**src/rtl/alu_seq.sv**
```systemverilog
// alu_seq -- sequential ALU with a valid/ready request port and a held,
// registered result port.
//
// Single-cycle ops (logic, add/sub/inc/dec, shifts, SLT) are computed
// combinationally from the request inputs and registered on the accepting
// edge. MUL runs an iterative shift-add over WIDTH cycles.
// Every result is held in DONE until the consumer takes it.
//
// Ports
//   clk           sole clock, rising edge
//   rst           synchronous, active-high reset
//   in_valid      request valid
//   in_ready      request can be accepted (high only in IDLE)
//   alu_op1       first operand
//   alu_op2       second operand; low log2(WIDTH) bits are the shift amount
//   alu_control   operation select (0..12; 13..15 give 0)
//   out_valid     result valid (high only in DONE)
//   out_ready     consumer accepts the result
//   alu_result    registered result
//   alu_zero / alu_negative / alu_carry / alu_overflow   registered flags
module alu_seq #(
    parameter int WIDTH = 32
) (
    input  logic             clk,
    input  logic             rst,
    input  logic             in_valid,
    output logic             in_ready,
    input  logic [WIDTH-1:0] alu_op1,
    input  logic [WIDTH-1:0] alu_op2,
    input  logic [3:0]       alu_control,
    output logic             out_valid,
    input  logic             out_ready,
    output logic [WIDTH-1:0] alu_result,
    output logic             alu_zero,
    output logic             alu_negative,
    output logic             alu_carry,
    output logic             alu_overflow
);

    localparam int SHW = $clog2(WIDTH);

    localparam logic [3:0] OP_NOT = 4'd0;
    localparam logic [3:0] OP_AND = 4'd1;
    localparam logic [3:0] OP_XOR = 4'd2;
    localparam logic [3:0] OP_OR  = 4'd3;
    localparam logic [3:0] OP_DEC = 4'd4;
    localparam logic [3:0] OP_ADD = 4'd5;
    localparam logic [3:0] OP_SUB = 4'd6;
    localparam logic [3:0] OP_INC = 4'd7;
    localparam logic [3:0] OP_SLL = 4'd8;
    localparam logic [3:0] OP_SRL = 4'd9;
    localparam logic [3:0] OP_SRA = 4'd10;
    localparam logic [3:0] OP_MUL = 4'd11;
    localparam logic [3:0] OP_SLT = 4'd12;

    localparam logic [WIDTH-1:0] ONE      = WIDTH'(1);
    localparam logic [SHW-1:0]   CNT_LAST = SHW'(WIDTH - 1);

    typedef enum logic [1:0] {
        S_IDLE = 2'd0,
        S_MUL  = 2'd1,
        S_DONE = 2'd2
    } state_t;

    // result plus flags, registered as one unit
    typedef struct packed {
        logic [WIDTH-1:0] result;
        logic             zero;
        logic             negative;
        logic             carry;
        logic             overflow;
    } resp_t;

    state_t state, state_nxt;

    // ------------------------------------------------------------------
    // Single-cycle datapath, driven straight from the request inputs so
    // the answer can be registered on the accepting edge.
    // ------------------------------------------------------------------
    logic [WIDTH-1:0] addend;
    logic             is_sub;
    logic             is_arith;
    logic [WIDTH:0]   sum_ext;
    logic [SHW-1:0]   shamt;
    logic             slt_lt;
    logic [WIDTH-1:0] comb_res;
    logic             comb_carry;
    logic             comb_ovf;
    resp_t            comb_resp;

    assign shamt  = alu_op2[SHW-1:0];
    assign slt_lt = $signed(alu_op1) < $signed(alu_op2);

    // INC/DEC reuse the ADD/SUB adder with a constant 1 as the addend.
    always_comb begin
        addend   = alu_op2;
        is_sub   = 1'b0;
        is_arith = 1'b0;
        case (alu_control)
            OP_ADD: begin addend = alu_op2; is_arith = 1'b1; end
            OP_SUB: begin addend = alu_op2; is_sub = 1'b1; is_arith = 1'b1; end
            OP_INC: begin addend = ONE;     is_arith = 1'b1; end
            OP_DEC: begin addend = ONE;     is_sub = 1'b1; is_arith = 1'b1; end
            default: ;
        endcase
    end

    // With a zero-extended subtract, bit WIDTH of the difference is the
    // unsigned borrow (op1 < subtrahend); for add it is the carry-out.
    assign sum_ext = is_sub ? ({1'b0, alu_op1} - {1'b0, addend})
                            : ({1'b0, alu_op1} + {1'b0, addend});

    always_comb begin
        comb_carry = 1'b0;
        comb_ovf   = 1'b0;
        if (is_arith) begin
            comb_carry = sum_ext[WIDTH];
            // Overflow: add of like signs, or subtract of unlike signs,
            // whose result sign differs from op1.
            if (is_sub)
                comb_ovf = (alu_op1[WIDTH-1] != addend[WIDTH-1]) &&
                           (sum_ext[WIDTH-1] != alu_op1[WIDTH-1]);
            else
                comb_ovf = (alu_op1[WIDTH-1] == addend[WIDTH-1]) &&
                           (sum_ext[WIDTH-1] != alu_op1[WIDTH-1]);
        end
    end

    always_comb begin
        comb_res = '0;
        case (alu_control)
            OP_NOT: comb_res = ~alu_op1;
            OP_AND: comb_res = alu_op1 & alu_op2;
            OP_XOR: comb_res = alu_op1 ^ alu_op2;
            OP_OR:  comb_res = alu_op1 | alu_op2;
            OP_DEC,
            OP_ADD,
            OP_SUB,
            OP_INC: comb_res = sum_ext[WIDTH-1:0];
            OP_SLL: comb_res = alu_op1 << shamt;
            OP_SRL: comb_res = alu_op1 >> shamt;
            OP_SRA: comb_res = $unsigned($signed(alu_op1) >>> shamt);
            OP_SLT: comb_res = {{(WIDTH-1){1'b0}}, slt_lt};
            default: comb_res = '0;   // MUL is handled iteratively; 13..15 -> 0
        endcase
    end

    assign comb_resp = '{result:   comb_res,
                         zero:     (comb_res == '0),
                         negative: comb_res[WIDTH-1],
                         carry:    comb_carry,
                         overflow: comb_ovf};

    // ------------------------------------------------------------------
    // Iterative multiplier: one multiplier bit per cycle. The multiplicand
    // shifts left and the multiplier right so bit 0 always selects.
    // ------------------------------------------------------------------
    logic [WIDTH-1:0] mcand;
    logic [WIDTH-1:0] mplier;
    logic [WIDTH-1:0] acc;
    logic [SHW-1:0]   cnt;
    logic [WIDTH-1:0] mul_step;
    logic             mul_last;
    resp_t            mul_resp;

    assign mul_step = acc + (mplier[0] ? mcand : '0);
    assign mul_last = (cnt == CNT_LAST);
    assign mul_resp = '{result:   mul_step,
                        zero:     (mul_step == '0),
                        negative: mul_step[WIDTH-1],
                        carry:    1'b0,
                        overflow: 1'b0};

    logic accept;
    assign accept = in_valid && in_ready;

    // ------------------------------------------------------------------
    // FSM: state register
    // ------------------------------------------------------------------
    always_ff @(posedge clk) begin
        if (rst) state <= S_IDLE;
        else     state <= state_nxt;
    end

    // FSM: next state
    always_comb begin
        state_nxt = state;
        case (state)
            S_IDLE: if (accept)
                        state_nxt = (alu_control == OP_MUL) ? S_MUL : S_DONE;
            S_MUL:  if (mul_last) state_nxt = S_DONE;
            S_DONE: if (out_ready) state_nxt = S_IDLE;
            default: state_nxt = S_IDLE;
        endcase
    end

    // FSM: outputs
    always_comb begin
        in_ready  = (state == S_IDLE);
        out_valid = (state == S_DONE);
    end

    // ------------------------------------------------------------------
    // Datapath registers. Inputs are only looked at on the accepting edge,
    // so operand changes while busy have no effect.
    // ------------------------------------------------------------------
    resp_t resp_q;

    always_ff @(posedge clk) begin
        if (rst) begin
            resp_q <= '0;
            mcand  <= '0;
            mplier <= '0;
            acc    <= '0;
            cnt    <= '0;
        end else begin
            case (state)
                S_IDLE: begin
                    if (accept) begin
                        if (alu_control == OP_MUL) begin
                            mcand  <= alu_op1;
                            mplier <= alu_op2;
                            acc    <= '0;
                            cnt    <= '0;
                        end else begin
                            resp_q <= comb_resp;
                        end
                    end
                end
                S_MUL: begin
                    acc    <= mul_step;
                    mcand  <= mcand << 1;
                    mplier <= mplier >> 1;
                    cnt    <= cnt + SHW'(1);
                    if (mul_last) resp_q <= mul_resp;
                end
                default: ;   // DONE holds the result until it is taken
            endcase
        end
    end

    assign alu_result   = resp_q.result;
    assign alu_zero     = resp_q.zero;
    assign alu_negative = resp_q.negative;
    assign alu_carry    = resp_q.carry;
    assign alu_overflow = resp_q.overflow;

endmodule
```
**config.mk**
```make
export PLATFORM = sky130hd
export DESIGN_NAME = alu_seq
export DESIGN_NICKNAME = d
export VERILOG_FILES = /design/src/rtl/alu_seq.sv
export SDC_FILE = /design/constraint.sdc
export NUM_CORES = 1
export LEC_CHECK = 0
export ABC_CLOCK_PERIOD_IN_PS = 15100
export BUFFER_PORTS_ARGS = -buffer_cell sky130_fd_sc_hd__buf_4
export CAP_MARGIN = 15
export CORE_ASPECT_RATIO = 0.75
export CORE_MARGIN = 5
export CORE_UTILIZATION = 40
export CTS_BUF_LIST = sky130_fd_sc_hd__clkbuf_2 sky130_fd_sc_hd__clkbuf_4 sky130_fd_sc_hd__clkbuf_8
export DETAILED_ROUTE_END_ITERATION = 10
export PLACE_DENSITY = 0.65
export SYNTH_ARGS = -nofsm -noshare
export SYNTH_HDL_FRONTEND = slang
export SYNTH_SLANG_ARGS = --single-unit
```
**constraint.sdc**
```tcl
create_clock -name clk -period 15.1 [get_ports clk]
set_clock_uncertainty 0.15 [all_clocks]
set_input_delay 3.02 -clock clk [delete_from_list [all_inputs] [get_ports clk]]
set_output_delay 3.02 -clock clk [all_outputs]
set_load 0.005 [all_outputs]
```
After elaboration in Yosys (flattened, before gate mapping). Index checks and enable logic that the tools add are counted.

Flip-flop bits (word level): 139. Output and inout bits: 38. Word-level logic and storage cells: 89.

Add/subtract/negate cells: 4. Magnitude comparators: 1. Eq/ne operators: 23. Shift-type cells: 3. Mux-type cells: 30. Bitwise logic cells: 4. Reductions and logical operators: 14.

Operators by type and width (number): one-hot mux 32 bit (9 select lines) (1); 2-to-1 mux 32 bit (8); one-hot mux 32 bit (2 select lines) (3); 2-to-1 mux 36 bit (3); one-hot mux 36 bit (2 select lines) (1); logical NOT 32 bit (2); adder 32 x 32 -> 33 bit (1); 2-to-1 mux 33 bit (1); subtractor 32 x 32 -> 33 bit (1); adder 32 bit (1); AND 32 bit (1); less-than comparator 32 bit (1); NOT 32 bit (1); OR 32 bit (1); << shifter 32 x 5 -> 32 bit (1); >> shifter 32 x 5 -> 32 bit (1); >>> shifter 32 x 5 -> 32 bit (1); XOR 32 bit (1); == test 4 bit, second input constant (5); == test 4 x 3 -> 1 bit, second input constant (4); 2-to-1 mux 5 bit (2); one-hot mux 5 bit (2 select lines) (1); == test 4 x 2 -> 1 bit, second input constant (2); 2-to-1 mux 2 bit (4); other kinds (19) (31).

Longest topological paths before layout. Gate-level depths: netlist (run 1).

Word-level depth: 12. Mapped depth: 27. Depth with buffers taken out: 23.

Least setup slack after synthesis (run 1). OpenSTA, ideal clock, no wires.

Path type: input -> register. From: in alu_control[0]. To: reg resp_q (netlist bit alu_zero). Library setup time: 0.073 ns. Arrival: 7.681 ns. Required time: 14.877 ns. Setup slack: 7.196 ns. Cell stages on the path: 22. Cells stage by stage: clkbuf_1 buf_1 clkbuf_1 buf_1 nand2b_1 clkbuf_1 nand2_1 nand2_1 o211ai_1 ha_1 clkbuf_1 nand4_1 a21oi_1 o21ai_0 o31ai_1 xor2_1 a2111o_1 a2111oi_0 nand4_1 nor4_1 nand2_1 o211ai_2.

Word-level cells in the longest chain between the ends: 10.

RTL lines: from (decl) (RTL line 30) `input logic [3:0] alu_control,`; == test 4 x 3 -> 1 bit (RTL line 99, 131); OR reduction 2 bit (no source line); 2-to-1 mux 32 bit (RTL line 99) `case (alu_control)`; adder 32 x 32 -> 33 bit or subtractor 32 x 32 -> 33 bit (tied branches) (RTL line 111, 110); 2-to-1 mux 33 bit (RTL line 110) `assign sum_ext = is_sub ? ({1'b0, alu_op1} - {1'b0, addend})`; one-hot mux 32 bit (9 select lines) (RTL line 131) `case (alu_control)`; logical NOT 32 bit (RTL line 149) `zero: (comb_res == '0),`; 2-to-1 mux 36 bit (RTL line 220) `if (alu_control == OP_MUL) begin`; 2-to-1 mux 36 bit (RTL line 219) `if (accept) begin`; one-hot mux 36 bit (2 select lines) (RTL line 217) `case (state)`; to (signal assigned) (RTL line 226) `resp_q <= comb_resp;`; to (signal assigned) (RTL line 235) `if (mul_last) resp_q <= mul_resp;`; to (decl) (RTL line 207) `resp_t resp_q;`.

Several ways; a longest one is shown, not always the timed one. The select of a mux whose other input is x is not followed. A chain may end at the register's enable or synchronous reset.

Worst setup path after layout (run 1).
From: in alu_control[1]. To: reg resp_q (netlist bit alu_zero).

Same word-level chain as after synthesis.

==> impl_metrics.tcl, run 1 <==
set metrics [dict create \
    outcome "completed" \
    cpLargestDelayFamily "compound AO/OA/AOI/OAI gates" \
    area_delta_synth_final_pct 9.08 \
    switchingPower_uw 589 \
    synthFlopType "dfxtp_1" \
    dr.pass1.iters 6 \
    place_congestion 1.06 \
    grt_pass1_wl_mm 137 \
    dpl.hpwl_mm 73.5 \
    cp_slowest_cell "a311oi_1" \
    synth_seq_area_share 0.155 \
    syn_area_per_cell_sq_um 7.43 \
    viasPerCell 6.93 \
    combPwrFrac 0.450 \
    cts_resized 0 \
    power.leakage_uw 0.00790 \
    setup_viol 0 \
    rsz0062_at_grt "false" \
    path_depth 21 \
    final_nets 2617 \
    hold_class "flip-flop to flip-flop" \
    multi_input_area_sq_um 13900 \
    ys_top_cells_by_area "dfxtp_1 (16%), ha_1 (11%), mux4_2 (8.4%)" \
    tns_ns 0 \
    ant_nets 0 \
    die_x_um 254 \
    cp.buffers_inverters 2 \
    drt_iter0_markers 3088 \
    die_area_sq_um 48800 \
    cp-end-kind "flip-flop" \
    min_period_over_period 0.606 \
    insertion_delay_ns 0.49 \
    io_buffers 109 \
    coreArea_sq_um 43700 \
    start_util 0.407 \
    drt-wirelength-per-cell_um 32.4 \
    grt_max_degree 81 \
    syn_area_sq_um 17800 \
    grt_pass1_vias 18829 \
    netSwitchingFraction 0.440 \
    start_kind "input pin" \
    die_h_um 193 \
    tightest_slew_ns 1.25 \
    drcViolationCount 0 \
    synthArstFlopShare 0 \
    timing.fmax_ghz 0.109 \
    slowest_delay_ns 0.87 \
    clockRootBuffer "clkbuf_8" \
    vdd_drop_max_uv 54.5 \
    drive_gt1_frac 0.132 \
    worstPathCellList "buf_4 > xnor2_1 > and2_0 > nor2_1 > nand2_1 > a21oi_1 > a21oi_1 > nor2_1 > a311oi_1 > ha_1 > inv_1 > o21bai_1 > a21oi_1 > nor3b_1 > a211oi_1 > nor3_1 > a211oi_1 > o21ai_0 > nor4_1 > nand2_1 > o211ai_2" \
    cts_buffer_depth 2 \
    maxCapViolCount 0 \
    h-tree-depth 4 \
    slew_violations 0 \
    p_clk_frac 0.260 \
    syn-num-nets 2633 \
    hold-path-cell-count 2 \
    grt_overflow 0 \
    num_rows 66 \
    grt_antenna_before_repair 8 \
    cts_sinks 138 \
    path_class "input pin to flip-flop" \
    cts_tree "built" \
    cts_buffers 17 \
    wl_mm 96.4 \
    syn_inst 2396 \
    post-route-min-period_ns 9.15 \
    synth_edf_count 0 \
    grt_usage 0.381 \
    ctsHoldBuffers 0 \
    netlist.area_leader.share 0.155 \
    reg2reg_depth 14 \
    synth_cell_types 88 \
    yosysWarnings 0 \
    clk_pin_slew_ns 0.09 \
    pin_count 110 \
    p_int_uw 750 \
    hold_viol 0 \
    relSlewSlack 0.160 \
    crit_top_cell "a21oi_1" \
    crit_fanout 39 \
    pwr-share-seq 0.290 \
    fillers 4462 \
    ys_seq_elements 138 \
    crit_arrival_ns 9.43 \
    seq_area_sq_um 2760 \
    powerDensity_nw_per_um2 69.0 \
    yosys.area.top_type "dfxtp_1" \
    post-route-util 0.444 \
    vias 20575 \
    post-cts-setup-buffer-count 0 \
    cp.required_ns 15.37 \
]
-- Yosys cell counts (all sizes together), types with 32 or more instances --
library cell,number
nor2,227
buf,46
a31oi,42
nand3,89
clkbuf,138
ha,163
inv,119
nor3,45
o221ai,53
a21oi,230
nand2,241
o21ai,158
mux2i,57
a22oi,34
and2,45
mux4,66
dfxtp,138
o211ai,32
-- per-layer routing --
layer / vias to the layer above / global-route usage / routed length [um]
met5: - / 0 / 52
met4: 8 / 0.110 / 3400
met3: 231 / 0.140 / 13000
met2: 1383 / 0.531 / 37800
met1: 10035 / 0.548 / 42200
li1: 8918 / - / -
-- final timing paths --
| path | start | end | slack [ns] |
|---|---|---|---|
| worst min register to register | alu_result[2] | alu_result[2] | 0.31 |
| worst max register to register | mplier[0] | alu_zero | 10.21 |
| worst min-delay path | alu_result[2] | alu_result[2] | 0.31 |
| worst max-delay path | alu_control[1] | alu_zero | 5.95 |
-- worst min-delay path, delay by kind of cell, from the launching register on --
| family | cells | cell delay (ns) |
|---|---|---|
| compound gates | 1 | 0.05 |
| flops | 1 | 0.32 |
| simple gates | 1 | 0.05 |
-- per-stage QoR --
step	hold WS (ns)	cells	area, sq um	total power, uW	setup slack (ns)
after global routing	0.334	2970	19400	1380	5.87
final	0.310	2971	19400	1340	5.95
after floorplan	0.286	2396	17800	734	7.20
after global placement	0.292	2938	19000	971	5.76
after detailed placement	0.299	2939	19000	970	5.85
after CTS	0.312	2970	19400	1310	6.36
-- power groups by stage --
stage                     Clock [uW]  Combinational (uW)  Sequential (uW)
final                            348                 603              389
after global routing             364                 628              391
after CTS                        349                 575              388
after detailed placement           0                 573              397
after global placement             0                 575              396
after floorplan                    0                 340              394
-- logic make-up after synthesis --
logic type,share of synthesized area
xor gates and xnor gates,0.0261
muxes,0.131
DFF,0.155
buffers and inverters,0.0663
and+or+nand+nor,0.208
adders and majority gates,0.117
AOI/OAI and AO/OA,0.296
-- registers in the layout, summed over array words and instances, names as in the netlist --
signal,cells
mplier,32
state,2
alu_zero,1
alu_result,32
cnt,5
mcand,32
alu_carry,1
alu_overflow,1
acc,32
-- layout by cell type, fill, tap and decap left out, drive strengths merged, types with 14 or more instances in the layout --
cell / instances
xnor2: 28
a21o: 30
nor3: 45
a2111oi: 24
o211ai: 32
inv: 123
dfxtp: 138
clkbuf: 19
a22oi: 34
nand2: 241
nor2b: 25
a21oi: 230
mux4: 66
o21a: 14
a211oi: 31
a31oi: 42
mux2i: 57
buf: 149
xor2: 25
nand4: 22
o21ai: 158
o221ai: 53
nor2: 227
nor4: 19
and2: 45
a311oi: 20
nand3: 89
mux2: 24
ha: 163
-- final cells by class --
type,instances,area share
multi-input combinational,1951,0.717
tap,578,0.0373
clock buffer,19,0.0135
inverter,123,0.0239
sequential,138,0.142
antenna,1,0.000129
clock inverter,12,0.00844
timing repair buffer,149,0.0576
No activity file was read; power rests on OpenSTA's default activity.
==> inputs of run 2 (changes only) <==
--- a/config.mk
+++ b/config.mk
@@ -5,7 +5,7 @@
 export SDC_FILE = /design/constraint.sdc
 export NUM_CORES = 1
 export LEC_CHECK = 0
-export ABC_CLOCK_PERIOD_IN_PS = 15100
+export ABC_CLOCK_PERIOD_IN_PS = 7900
 export BUFFER_PORTS_ARGS = -buffer_cell sky130_fd_sc_hd__buf_4
 export CAP_MARGIN = 15
 export CORE_ASPECT_RATIO = 0.75
@@ -13,7 +13,7 @@
 export CORE_UTILIZATION = 40
 export CTS_BUF_LIST = sky130_fd_sc_hd__clkbuf_2 sky130_fd_sc_hd__clkbuf_4 sky130_fd_sc_hd__clkbuf_8
 export DETAILED_ROUTE_END_ITERATION = 10
-export PLACE_DENSITY = 0.65
+export PLACE_DENSITY = 0.68
 export SYNTH_ARGS = -nofsm -noshare
 export SYNTH_HDL_FRONTEND = slang
 export SYNTH_SLANG_ARGS = --single-unit
==> constraint.sdc (replaced) <==
create_clock -name clk -period 7.9 [get_ports clk]
set_clock_uncertainty 0.15 [all_clocks]
set_input_delay 1.58 -clock clk [delete_from_list [all_inputs] [get_ports clk]]
set_output_delay 1.58 -clock clk [all_outputs]
set_load 0.005 [all_outputs]
==> run 2 against run 1 <==
Cell count increased by 0.54%. Global-route usage decreased by 1.8 points. Sequential share of layout area decreased by 0.082 points. Register-to-register slack got worse by 7.2 ns. Sequential cell count unchanged. Critical path type unchanged. Sequential power increased by 90%. Largest power group unchanged. Clock power increased by 93%. Via count increased by 0.49%. Non-clock buffer count increased by 15.
==> impl_metrics.tcl, run 2 (synthesized netlist as in run 1, its figures left out) <==
set metrics [dict create \
    outcome "completed" \
    netSwitchingFraction 0.437 \
    ant_nets 0 \
    powerDensity_nw_per_um2 131 \
    post-cts-setup-buffer-count 0 \
    start_util 0.407 \
    tightest_slew_ns 1.28 \
    num_rows 66 \
    tns_ns 0 \
    cts_resized 0 \
    crit_arrival_ns 6.96 \
    viasPerCell 6.92 \
    p_int_uw 1440 \
    p_clk_frac 0.262 \
    vias 20676 \
    dpl.hpwl_mm 70.2 \
    vdd_drop_max_uv 105 \
    cts_tree "built" \
    place_congestion 1.05 \
    die_h_um 193 \
    post_dp_cell_area_sq_um 19100 \
    combPwrFrac 0.449 \
    post-route-util 0.447 \
    hold_class "flip-flop to flip-flop" \
    post-route-min-period_ns 6.68 \
    clockRootBuffer "clkbuf_8" \
    multi_input_area_sq_um 13900 \
    worstPathCellList "buf_4 > nor2b_2 > and2_0 > buf_4 > nor2_1 > nand2_1 > a21oi_1 > a21oi_1 > nor2_1 > a311oi_1 > ha_1 > inv_1 > o21bai_1 > a21oi_1 > nor3b_1 > a211oi_1 > nor3_1 > a211oi_1 > o21ai_0 > nor4_1 > nand2_1 > o211ai_2" \
    design_area_sq_um 19500 \
    cp-end-kind "flip-flop" \
    min_period_over_period 0.845 \
    slew_violations 0 \
    grt_overflow 0 \
    cp.required_ns 8.19 \
    grt_antenna_before_repair 5 \
    power.leakage_uw 0.00798 \
    maxCapViolCount 0 \
    slowest_delay_ns 0.57 \
    relSlewSlack 0.136 \
    pin_count 110 \
    wl_mm 91.4 \
    die_area_sq_um 48800 \
    h-tree-depth 4 \
    io_buffers 109 \
    grt_pass1_vias 18960 \
    coreArea_sq_um 43700 \
    clk_pin_slew_ns 0.09 \
    drcViolationCount 0 \
    layout_commonest_cell "nand2_1" \
    die_x_um 254 \
    grt_max_degree 69 \
    timing.fmax_ghz 0.150 \
    rsz0062_at_grt "false" \
    seq_area_sq_um 2760 \
    cts_sinks 138 \
    switchingPower_uw 1120 \
    grt_pass1_wl_mm 132 \
    p_total_uw 2560 \
    hold_viol 0 \
    crit_top_cell "a21oi_1" \
    path_class "input pin to flip-flop" \
    drt_iter0_markers 3068 \
    grt_usage 0.363 \
    ctsHoldBuffers 0 \
    drt-wirelength-per-cell_um 30.6 \
    layout_common_cells "nand2_1 (240), a21oi_1 (226), nor2_1 (225), buf_4 (164), ha_1 (163)" \
    start_kind "input pin" \
    area_delta_synth_final_pct 9.71 \
    insertion_delay_ns 0.50 \
    drive_gt1_frac 0.137 \
    fin_hold_ws_ns 0.308 \
    pwr-share-seq 0.289 \
    setup_viol 0 \
    dr.pass1.iters 6 \
    cts_buffers 17 \
    final_nets 2632 \
    cts_buffer_depth 2 \
    crit_fanout 20 \
    cp_slowest_cell "a21oi_1" \
    fillers 4427 \
]
run 2: per-stage QoR:
stage          instances  worst slack, ns
5_1_grt             2986            0.963
3_5_place_dp        2954            0.874
3_3_place_gp        2954            0.860
4_1_cts             2986             1.42
6_report            2987             1.22
2_1_floorplan       2396             1.44
run 2: final timing paths:
| path | from | endpoint | slack (ns) | cells past startpoint |
|---|---|---|---|---|
| hold reg to reg | alu_result[19] | alu_result[19] | 0.31 | 2 |
| hold / removal | alu_result[19] | alu_result[19] | 0.31 | 2 |
| setup reg to reg | mplier[0] | alu_zero | 3.03 | 14 |
| setup / recovery | alu_control[3] | alu_zero | 1.22 | 22 |
run 2: area by class of cell:
class,count,share of cell area
Inverter,123,0.0237
Timing Repair Buffer,164,0.0631
Multi-Input combinational cell,1951,0.712
Antenna cell,1,0.000128
Clock inverter,12,0.00833
Clock buffer,20,0.0138
Sequential cell,138,0.142
Tap cell,578,0.0370
run 2: worst max-delay path: cells and delay by family:
family	cells	cell delay [ns]
simple gates	9	1.70
compound gates	9	2.74
buf+inv	3	0.54
fa+ha+maj	1	0.38
run 2: power groups by stage:
stage	logic [uW]	clock network (uW)	registers, uW
after floorplan	650	0	753
after global placement	1100	0	756
after detailed placement	1090	0	757
after CTS	1100	681	741
after global routing	1200	705	745
final	1150	672	741
run 2: routing by layer:
| metal | track usage | share of wire |
|---|---|---|
| met4 | 0.119 | 0.038 |
| met2 | 0.494 | 0.39 |
| met3 | 0.131 | 0.14 |
| met5 | 0 | 0.0010 |
| met1 | 0.527 | 0.43 |
